--- config.mk ---
export PLATFORM = sky130hd
export DESIGN_NAME = uart_receiver_crc8_flat
export DESIGN_NICKNAME = d
export VERILOG_FILES = /design/src/rtl/uart_receiver_crc8_pkg.sv /design/src/rtl/uart_receiver_crc8_if.sv /design/src/rtl/uart_receiver_crc8_crc8_step.sv /design/src/rtl/uart_receiver_crc8.sv /design/src/flat_wrapper.sv
export SDC_FILE = /design/constraint.sdc
export NUM_CORES = 1
export LEC_CHECK = 0
export ABC_AREA = 1
export CORE_AREA = 2 2 102 104
export DETAILED_ROUTE_END_ITERATION = 8
export DIE_AREA = 0 0 104 106
export PLACE_DENSITY = 0.46
export SLEW_MARGIN = 15
export SYNTH_ARGS = -nofsm -noshare
export SYNTH_HDL_FRONTEND = slang
export SYNTH_SLANG_ARGS = --single-unit
export TNS_END_PERCENT = 30
--- constraint.sdc ---
create_clock -name clock -period 1.9 [get_ports clock]
set_input_delay 0.38 -clock clock [delete_from_list [all_inputs] [get_ports clock]]
set_output_delay 0.38 -clock clock [all_outputs]
set_load 0.005 [all_outputs]
--- src/rtl/uart_receiver_crc8_pkg.sv ---
// rtl/uart_receiver_crc8_pkg.sv - shared UART receive types and defaults
package uart_receiver_crc8_pkg;

   typedef enum logic [1:0] {
      ST_IDLE  = 2'd0,
      ST_START = 2'd1,
      ST_DATA  = 2'd2,
      ST_STOP  = 2'd3
   } rx_state_t;

   localparam int         DEFAULT_CLKS_PER_BIT = 5208;
   localparam logic [7:0] DEFAULT_CRC_POLY     = 8'h07;

endpackage

--- src/rtl/uart_receiver_crc8_if.sv ---
// rtl/uart_receiver_crc8_if.sv - received byte stream and accumulator status
interface uart_receiver_crc8_if;

   logic [7:0] data_out;
   logic       data_valid;
   logic       frame_error;
   logic       busy;
   logic [7:0] crc8;
   logic [7:0] byte_count;

   modport master (
      output data_out, data_valid, frame_error, busy, crc8, byte_count
   );

   modport slave (
      input data_out, data_valid, frame_error, busy, crc8, byte_count
   );

endinterface

--- src/rtl/uart_receiver_crc8_crc8_step.sv ---
// rtl/uart_receiver_crc8_crc8_step.sv - one-byte MSB-first CRC-8 update, shared with the transmitter
module crc8_step
   import uart_receiver_crc8_pkg::*;
#(
   parameter logic [7:0] POLY = DEFAULT_CRC_POLY
) (
   input  logic [7:0] crc_in,
   input  logic [7:0] byte_in,
   output logic [7:0] crc_out
);

   logic [7:0] c;
   logic       fb;

   always_comb begin
      c  = crc_in;
      fb = 1'b0;
      for (int i = 7; i >= 0; i--) begin
         fb = c[7] ^ byte_in[i];
         c  = {c[6:0], 1'b0} ^ (fb ? POLY : 8'h00);
      end
      crc_out = c;
   end

endmodule

--- src/rtl/uart_receiver_crc8.sv ---
// rtl/uart_receiver_crc8.sv - 8N1 UART receiver with running CRC-8 and good-byte count
module uart_receiver_crc8
   import uart_receiver_crc8_pkg::*;
#(
   parameter int         CLKS_PER_BIT = DEFAULT_CLKS_PER_BIT,
   parameter logic [7:0] CRC_POLY     = DEFAULT_CRC_POLY
) (
   input  logic                  clock,
   input  logic                  nreset,
   input  logic                  data_in,
   input  logic                  clear,
   uart_receiver_crc8_if.master  rx
);

   localparam int             CNT_W     = $clog2(CLKS_PER_BIT);
   localparam logic [CNT_W-1:0] HALF_LAST = CNT_W'(CLKS_PER_BIT / 2 - 1);
   localparam logic [CNT_W-1:0] BIT_LAST  = CNT_W'(CLKS_PER_BIT - 1);

   logic [1:0]       sync_q;
   logic             rx_s;
   rx_state_t        state, state_nxt;
   logic [CNT_W-1:0] cnt, cnt_nxt;
   logic [2:0]       idx, idx_nxt;
   logic [7:0]       shift, shift_nxt;
   logic             good_byte, bad_byte;

   logic [7:0]       data_out_q, crc_q, count_q, crc_next;
   logic             data_valid_q, frame_error_q;

   assign rx_s = sync_q[1];

   always_ff @(posedge clock or negedge nreset) begin
      if (!nreset) begin
         sync_q <= 2'b11;
         state  <= ST_IDLE;
         cnt    <= '0;
         idx    <= 3'd0;
         shift  <= 8'h00;
      end else begin
         sync_q <= {sync_q[0], data_in};
         state  <= state_nxt;
         cnt    <= cnt_nxt;
         idx    <= idx_nxt;
         shift  <= shift_nxt;
      end
   end

   always_comb begin
      state_nxt = state;
      cnt_nxt   = cnt + CNT_W'(1);
      idx_nxt   = idx;
      shift_nxt = shift;
      good_byte = 1'b0;
      bad_byte  = 1'b0;
      case (state)
         ST_IDLE: begin
            cnt_nxt = '0;
            if (!rx_s) state_nxt = ST_START;
         end
         ST_START: begin
            // Re-check the line at mid start bit so short glitches are dropped
            if (cnt == HALF_LAST) begin
               cnt_nxt   = '0;
               idx_nxt   = 3'd0;
               state_nxt = rx_s ? ST_IDLE : ST_DATA;
            end
         end
         ST_DATA: begin
            if (cnt == BIT_LAST) begin
               cnt_nxt        = '0;
               shift_nxt[idx] = rx_s;
               if (idx == 3'd7) state_nxt = ST_STOP;
               else             idx_nxt   = idx + 3'd1;
            end
         end
         ST_STOP: begin
            // Leaving at mid stop bit leaves half a bit to catch a back-to-back start
            if (cnt == BIT_LAST) begin
               cnt_nxt   = '0;
               state_nxt = ST_IDLE;
               good_byte = rx_s;
               bad_byte  = !rx_s;
            end
         end
         default: state_nxt = ST_IDLE;
      endcase
   end

   crc8_step #(.POLY(CRC_POLY)) u_crc (
      .crc_in  (crc_q),
      .byte_in (shift),
      .crc_out (crc_next)
   );

   always_ff @(posedge clock or negedge nreset) begin
      if (!nreset) begin
         data_out_q    <= 8'h00;
         data_valid_q  <= 1'b0;
         frame_error_q <= 1'b0;
         crc_q         <= 8'h00;
         count_q       <= 8'h00;
      end else begin
         data_valid_q  <= good_byte;
         frame_error_q <= bad_byte;
         if (good_byte) data_out_q <= shift;
         // clear wins over a coincident byte: that byte is shown but not accumulated
         if (clear) begin
            crc_q   <= 8'h00;
            count_q <= 8'h00;
         end else if (good_byte) begin
            crc_q   <= crc_next;
            count_q <= count_q + 8'd1;
         end
      end
   end

   assign rx.data_out    = data_out_q;
   assign rx.data_valid  = data_valid_q;
   assign rx.frame_error = frame_error_q;
   assign rx.busy        = (state != ST_IDLE);
   assign rx.crc8        = crc_q;
   assign rx.byte_count  = count_q;

endmodule

--- src/flat_wrapper.sv ---
// flat-port wrapper written by rule: the top's interface ports become plain ports
module uart_receiver_crc8_flat import uart_receiver_crc8_pkg::*;
#(
   parameter int         CLKS_PER_BIT = DEFAULT_CLKS_PER_BIT,
   parameter logic [7:0] CRC_POLY     = DEFAULT_CRC_POLY
)
  (clock, nreset, data_in, clear, rx_data_out, rx_data_valid, rx_frame_error, rx_busy, rx_crc8, rx_byte_count);
  uart_receiver_crc8_if rx_i ();
  input  logic clock;
  input  logic nreset;
  input  logic data_in;
  input  logic clear;
  output wire logic [$bits(rx_i.data_out)-1:0] rx_data_out;
  output wire logic [$bits(rx_i.data_valid)-1:0] rx_data_valid;
  output wire logic [$bits(rx_i.frame_error)-1:0] rx_frame_error;
  output wire logic [$bits(rx_i.busy)-1:0] rx_busy;
  output wire logic [$bits(rx_i.crc8)-1:0] rx_crc8;
  output wire logic [$bits(rx_i.byte_count)-1:0] rx_byte_count;
  assign rx_data_out = rx_i.data_out;
  assign rx_data_valid = rx_i.data_valid;
  assign rx_frame_error = rx_i.frame_error;
  assign rx_busy = rx_i.busy;
  assign rx_crc8 = rx_i.crc8;
  assign rx_byte_count = rx_i.byte_count;
  uart_receiver_crc8 #(.CLKS_PER_BIT(CLKS_PER_BIT), .CRC_POLY(CRC_POLY)) u_core (.clock(clock), .nreset(nreset), .data_in(data_in), .clear(clear), .rx(rx_i));
endmodule
Yosys cells after proc, flatten, opt, wreduce, memory -nomap -nowiden --
Index checks and enable logic that the tools add are counted.
Operators by class: add/sub/neg operators 3, order comparisons 2, equal/unequal tests 12, muxes and demuxes 33, bitwise operators 16, reductions and logical operators 10
Operator list (number):
- bitwise XOR 8 x 3 -> 8 bit | 8
- case mux 13 bit (3 select lines) | 1
- 2-to-1 mux 3 bit | 11
- 2-to-1 mux 8 bit | 4
- 2-to-1 mux 13 bit | 2
- adder 13 x 1 -> 13 bit (second input constant) | 1
- equality test 13 x 12 -> 1 bit (second input constant) | 1
- equality test 13 bit (second input constant) | 1
- 2-to-1 mux 2 bit | 6
- adder 8 x 1 -> 8 bit (second input constant) | 1
- bitwise mux 8 bit | 1
- != test 2 x 1 -> 1 bit (second input constant) | 4
- case mux 2 bit (4 select lines) | 1
- bitwise XOR 1 bit | 8
- case mux 3 bit (2 select lines) | 1
- nonzero test 2 bit | 3
- 2-to-1 mux 1 bit | 5
- AND reduction 5 bit | 1
- equality test 2 bit (second input constant) | 2
- < comparator 3 x 4 -> 1 bit (second input constant) | 1
- != test 2 bit (second input constant) | 2
- AND reduction 4 bit | 1
- adder 3 x 1 -> 3 bit (second input constant) | 1
- demux 1 bit (select 3 bit) | 1
- 8 further kinds | 8
Word-level totals: bits in registers 54, bits of input ports 4, output and inout port bits 27, word-level logic and storage cells 86

Longest topological paths before layout --
Gate-level depths: netlist (run 1).
depth in word-level cells 26, mapped depth 10, mapped depth without buffers 10

Cells and area by module --
Synthesis (run 1) repeated with hierarchy kept, for this count alone.
Unflattened totals: cells, all modules 384, area total of the unflattened synthesis 2925.3 um^2
By module, submodules not included:
- uart_receiver_crc8 | instances 1, cells each 314, area each 2587.5 um^2, seq. area each 1353.8 um^2
- crc8_step | instances 1, cells each 70, area each 337.8 um^2, seq. area each 0.0 um^2

Worst setup path before layout (run 1) --
OpenSTA, ideal clock, no wires.
path kind register to register, start point register u_core.idx[0], end point register u_core.idx[0], arrival time 1.431 ns, data required time 1.777 ns, path slack 0.346 ns, stages on the path, launching flop included 8, clock period less this slack 1.554 ns, cells stage by stage dfrtp_1 -> ha_1 -> ha_1 -> or2_2 -> nand2_1 -> nand3_1 -> nand2_1 -> o21ai_1
Between the ends: cells in the longest elaborated chain, start to end 4
RTL lines:
- start: declaration | line uart_receiver_crc8.sv:23 | logic [2:0] idx, idx_nxt;
- start signal: assignment | line uart_receiver_crc8.sv:43 | idx <= idx_nxt;
- adder 3 x 1 -> 3 bit | line uart_receiver_crc8.sv:73 | else idx_nxt = idx + 3'd1;
- 2-to-1 mux 3 bit | line uart_receiver_crc8.sv:72 | if (idx == 3'd7) state_nxt = ST_STOP;
- 2-to-1 mux 3 bit | line uart_receiver_crc8.sv:69 | if (cnt == BIT_LAST) begin
- case mux 3 bit (2 select lines) | line uart_receiver_crc8.sv:55 | case (state)
Several ways; a longest one is shown, not always the timed one. The select of a mux whose other input is x is not followed. A chain may end at the register's enable or synchronous reset.

==> reports/results.ini, run 1 <==
[finish]
finish.utilization=0.356
regArea_mm2=0.00135
final_layout_size_suffix_gt1_frac=0.0976
areaGrowthSynthToFinish_pct=22.0
fillers=1059
multiInputGateArea_mm2=0.00138
fin_nets=427
diodes=0
final_area_mm2=0.00356

[timing]
layout_min_cycle_time_ns=1.84
worst_pin_slew_ns=0.569
rsz0062_at_grt=no
fin_tns_setup_ns=0
fin_crit_sh=0.967
fmaxAchievable_mhz=544
setup_violations=0
maxSlewHeadroom=0.620
finClkSkew_ns=0.0185
slew_viol_final=0
hold_viol=0

[placement]
finalWeightedCongestion=0.834
place_area_mm2=0.00343
portBuffers=30
dp_hpwl_mm=5.02

[grt]
grt_pass1_vias=2429
grt.overflow.total=0
grt.total_usage=0.132
grt_pass1_wl_mm=11.9
antenna_found_initial=0
grt_max_degree=21

[setup_path]
rrSetupSlack_ns=0.14
required_ns=1.52
crit_path_max_fanout=6
start_kind=flop
reg2regPathDepth=9
critPathCaptureType=output pin
reg2reg_from=u_core.cnt[0]
timing.rr.end=u_core.rx.crc8[4]
critical_path_class=reg2out
worst_ep_arrival_time_ns=1.46

[synth]
synth_enable_flop_cells=0
ys_warn_count=0
yosys.area.top_type=dfrtp_1
yosys_most_used_dff=dfrtp_1
netlist-cell-type-count=31
netlist.area_leader.share=0.446
synthArstFlopShare=1.00
syn_avg_cell_area_um2=7.75
synth_most_common_cell=nand2_1
synth.yosys.seq_area_share=0.464
synth_common_cells=nand2_1, dfrtp_1, inv_1
synth_cells=376
synth-seq-cells=54
synth_top_cells_by_area=dfrtp_1, nand2_1, inv_1
netlist_area_mm2=0.00292
synth_nets=384

[power_and_ir_drop]
cellPowerDensity_mw_per_mm2=564
p_leak_nw=1.72
pwr-share-clk=0.394
vdd_drop_max_uv=280
switching_power_w=0.000438
p_seq_frac=0.575
p_comb_frac=0.030
p_int_w=0.00157
p_sw_frac=0.218
finalPower_w=0.00201

[floorplan]
num_rows=37
die_x_um=104
initial_utilization=0.292
coreArea_mm2=0.0100
die_area_mm2=0.0110
dieHeight_um=106
ioPinCount=31

[clock_network]
clk-insertion-delay-late_ns=0.31
cts_tree=done
cts-root-buf=clkbuf_8
cts_buffers=5
clock-sinks=54
clkSlewWorstSetupHoldPaths_ns=0.11
clk_path_buf_depth=2
h-tree-depth=2

[detailed_routing]
initialDrtViolationCount=95
routed_wl_mm=6.61
via_per_inst=4.39
wl_per_cell_um=11.9
dr.pass1.iters=4
drc=0
ant_nets=0
vias=2441

[worst_hold_path]
hold_path_class=in2async

[run_status]
outcome=finished, final reports clean

[job]
cap_violations=0

[cells in the final DEF (no fill, tap or decap)]
| cell type | instances |
|---|---|
| nor3_2 | 3 |
| clkdlybuf4s50_1 | 29 |
| nor3b_1 | 1 |
| o21ai_1 | 6 |
| nor2_2 | 4 |
| a21o_1 | 1 |
| nand2_4 | 1 |
| buf_4 | 8 |
| inv_2 | 3 |
| buf_12 | 2 |
| mux2i_1 | 1 |
| bufinv_16 | 1 |
| nand4_1 | 5 |
| nand4_4 | 1 |
| dfstp_2 | 2 |
| nand2_1 | 134 |
| nor2_4 | 2 |
| o31ai_1 | 2 |
| nor2_1 | 31 |
| xnor2_1 | 9 |
| or2_2 | 1 |
| clkbuf_1 | 2 |
| clkbuf_8 | 5 |
| dfrtp_1 | 52 |
| inv_1 | 36 |
| nand3_2 | 1 |
| o21ai_0 | 19 |
| nand2_2 | 5 |
| o21ai_2 | 1 |
| xor2_1 | 10 |
| ha_1 | 4 |
| buf_2 | 1 |
| nor3_1 | 10 |
| nand3_1 | 25 |
| a21oi_1 | 2 |
[layer usage]
metal  up-vias  share of wire  track usage
met5         -              0            0
li1       1275              -            -
met3         6          0.031       0.0258
met2        38           0.46        0.210
met4         0         0.0092       0.0347
met1      1122           0.50        0.185
[worst max-delay path, stage by stage, from the launching register on]
cell and delay [ns]:
dfrtp_1 0.45, nor2_1 0.21, inv_1 0.06, clkdlybuf4s50_1 0.44
[worst max-delay path by stage]
stage | slack, ns | depth (start not counted) | startpoint | endpoint
after floorplan | 0.35 | 7 | u_core.idx[0] | u_core.idx[0]
after global placement | 0.13 | 9 | u_core.cnt[0] | u_core.rx.byte_count[5]
after detailed placement | 0.11 | 9 | u_core.cnt[0] | u_core.rx.crc8[4]
after CTS | 0.03 | 3 | flop | rx_busy
after global routing | 0.004 | 3 | flop | rx_busy
final | 0.06 | 3 | flop | rx_busy
[registers in the layout, indices dropped and copies added (netlist names), named ones only]
register / flops
u_core.idx: 3
u_core.shift: 8
u_core.rx.byte_count: 8
u_core.sync_q: 2
u_core.cnt: 13
u_core.rx.data_out: 8
u_core.rx.data_valid: 1
u_core.state: 1
u_core.rx.frame_error: 1
u_core.rx.crc8: 8
[repair_timing]
action,CTS,global route
setup buffers,0,2
gates resized for setup,0,0
setup endpoints to repair,0,10
hold buffers,0,0
[cell families after synthesis]
group,Yosys count,share of synthesized area
buffers and inverters,43,0.0609
and+or+nand+nor,224,0.340
muxes,1,0.00343
AOI/OAI and AO/OA,31,0.0571
adders and majority gates,4,0.0172
xor gates and xnor gates,19,0.0571
DFF,54,0.464
[per-stage QoR]
| stage | cells | setup WS (ns) | hold WS [ns] |
|---|---|---|---|
| 4_1_cts | 554 | 0.0263 | 0.0689 |
| 2_1_floorplan | 376 | 0.346 | 0.0844 |
| 3_3_place_gp | 546 | 0.132 | 0.346 |
| 3_5_place_dp | 546 | 0.107 | 0.350 |
| 6_report | 556 | 0.0620 | 0.0528 |
| 5_1_grt | 556 | 0.00399 | 0.0756 |
[power by group through the flow]
stage	clock, W	sequential [W]	combinational [W]
2_1_floorplan	0	0.00118	0.0000132
3_3_place_gp	0	0.00118	0.0000619
3_5_place_dp	0	0.00118	0.0000617
4_1_cts	0.000823	0.00115	0.0000620
5_1_grt	0.000881	0.00115	0.0000694
6_report	0.000791	0.00115	0.0000609
[area by class of cell]
class	instances	area share
multi-input combinational	279	0.389
sequential	54	0.381
timing repair buffer	40	0.111
tap	136	0.0479
inverter	39	0.0412
clock buffer	7	0.0215
clock inverter	1	0.00844
(Power assumes the default switching activity.)
==> run 2: changes to the inputs <==
--- a/config.mk
+++ b/config.mk
@@ -6,10 +6,13 @@
 export NUM_CORES = 1
 export LEC_CHECK = 0
 export ABC_AREA = 1
+export CELL_PAD_IN_SITES_DETAIL_PLACEMENT = 0
+export CELL_PAD_IN_SITES_GLOBAL_PLACEMENT = 2
 export CORE_AREA = 2 2 102 104
 export DETAILED_ROUTE_END_ITERATION = 8
 export DIE_AREA = 0 0 104 106
-export PLACE_DENSITY = 0.46
+export HOLD_SLACK_MARGIN = 0.02
+export PLACE_DENSITY = 0.71
 export SLEW_MARGIN = 15
 export SYNTH_ARGS = -nofsm -noshare
 export SYNTH_HDL_FRONTEND = slang
==> run 2 against run 1 <==
Compared with the run above:
- power decreased by 5.8%
- register-to-register slack improved by 0.11 ns
- final cell count unchanged
- global-route usage increased by 0.14 points
- flip-flop and latch count unchanged
- clock power decreased by 14%
- cell area decreased by 0.32%
- sequential power about the same
- hold slack got worse by 0.014 ns
- setup slack improved by 0.054 ns
- sequential share of layout area increased by 0.12 points
- critical path depth unchanged
- largest cell class unchanged
- highest routed layer unchanged
==> reports/results.ini, run 2 (synthesis results as in run 1) <==
[finish]
largest_reg_flops=13
finish.utilization=0.354
layout_common_cells=nand2_1, dfrtp_1, inv_1, nor2_1, clkdlybuf4s50_1
diodes=0
areaGrowthSynthToFinish_pct=21.6
max_flop_register=u_core.cnt
layout_commonest_cell=nand2_1
final_layout_size_suffix_gt1_frac=0.107
fin_nets=427

[setup_path]
critPathCaptureType=output pin
start_kind=flop
cp_slowest_stage_delay_ns=0.46
required_ns=1.52
worst_ep_arrival_time_ns=1.40
crit_path_top_delay_cell=dfrtp_1
critical_path_class=reg2out
crit_path_max_fanout=6
cp_cell_sequence=nor2_2 > inv_1 > clkdlybuf4s50_1

[detailed_routing]
ant_nets=0
dr.pass1.iters=4
initialDrtViolationCount=139
vias=2407
drc=0
wl_per_cell_um=12.4
via_per_inst=4.33
routed_wl_mm=6.88

[grt]
grtUsageMet3=0.0227
grt_max_degree=55
antenna_found_initial=0
grt_pass1_wl_mm=11.9
grt_busiest_layer=met2
grt.overflow.total=0
grt.total_usage=0.133
grt_pass1_vias=2416
use_met2=0.214
met1_usage=0.186

[power_and_ir_drop]
cellPowerDensity_mw_per_mm2=533
p_leak_nw=1.71
vdd_drop_max_uv=255
finalPower_w=0.00189

[clock_network]
cts-root-buf=clkbuf_8
clk-insertion-delay-late_ns=0.31
postCtsSetupRepairBufs=0
clkSlewWorstSetupHoldPaths_ns=0.10
cts_buffers=5
cts_tree=done
clock-sinks=54
postCtsHoldBufs=0
ctsResizeCount=0
clk_path_buf_depth=2
h-tree-depth=2

[timing]
rsz0062_at_grt=no
slew_viol_final=0
worst_pin_slew_ns=0.380
fin_tns_setup_ns=0
finClkSkew_ns=0.00485
hold_viol=0
fmaxAchievable_mhz=561
setup_violations=0
whs_ns=0.0391
layout_min_cycle_time_ns=1.78
fin_crit_sh=0.939
maxSlewHeadroom=0.746
worst_slack_ns=0.116

[floorplan]
die_area_mm2=0.0110
ioPinCount=31
initial_utilization=0.292
die_x_um=104
dieHeight_um=106
coreArea_mm2=0.0100
num_rows=37

[job]
cap_violations=0

[worst_hold_path]
hold_path_class=in2async

[placement]
finalWeightedCongestion=0.744
dp_hpwl_mm=5.22
dp_slack_ns=0.153
portBuffers=30

[run_status]
outcome=finished, final reports clean

run 2: worst max-delay path: cells and delay by family (launching register included):
kind | cells | cell delay, ns
and+or+nand+nor | 1 | 0.15
DFF | 1 | 0.46
buffers and inverters | 2 | 0.48
run 2: path summary, 6_finish.rpt:
check	start	slack, ns	end	depth (start not counted)
worst max-delay path	flop	0.12	rx_busy	3
worst min-delay path	nreset	0.04	u_core.rx.crc8[7]	2
worst max register to register	u_core.cnt[0]	0.25	u_core.shift[5]	9
worst min register to register	u_core.sync_q[0]	0.36	u_core.sync_q[1]	0
max in group asynchronous	nreset	1.55	u_core.sync_q[0]	2
min in group clock	u_core.sync_q[0]	0.36	u_core.sync_q[1]	0
run 2: metal layers:
layer	wire, µm	part of all wire	vias to the layer above
li1	-	-	1276
met1	3520	0.51	1090
met2	3080	0.45	35
met3	205	0.030	6
met4	76	0.011	0
met5	0	0	-
run 2: per-stage QoR:
stage / std cells / area [µm²]
after global routing: 556 / 3540
after global placement: 548 / 3440
after detailed placement: 548 / 3440
final: 556 / 3540
after floorplan: 376 / 2920
after CTS: 556 / 3530
run 2: report_power, final:
| group | internal (W) | total, W | switching, W | leakage, nW |
|---|---|---|---|---|
| Sequential | 0.00115 | 0.00115 | 0.00000113 | 0.733 |
| Combinational | 0.0000147 | 0.0000547 | 0.0000400 | 0.932 |
| Clock | 0.000296 | 0.000681 | 0.000385 | 0.0482 |
| Total | 0.00146 | 0.00189 | 0.000426 | 1.71 |
run 2: layout make-up:
cell class / instances / area (µm²)
well taps: 136 / 170
repair buffers: 40 / 383
clock inverters: 1 / 5.00
inverters: 39 / 148
clock buffers: 7 / 86.3
multi-input cells: 279 / 1400
fillers: 1096 / 6450
flip-flops and latches: 54 / 1350
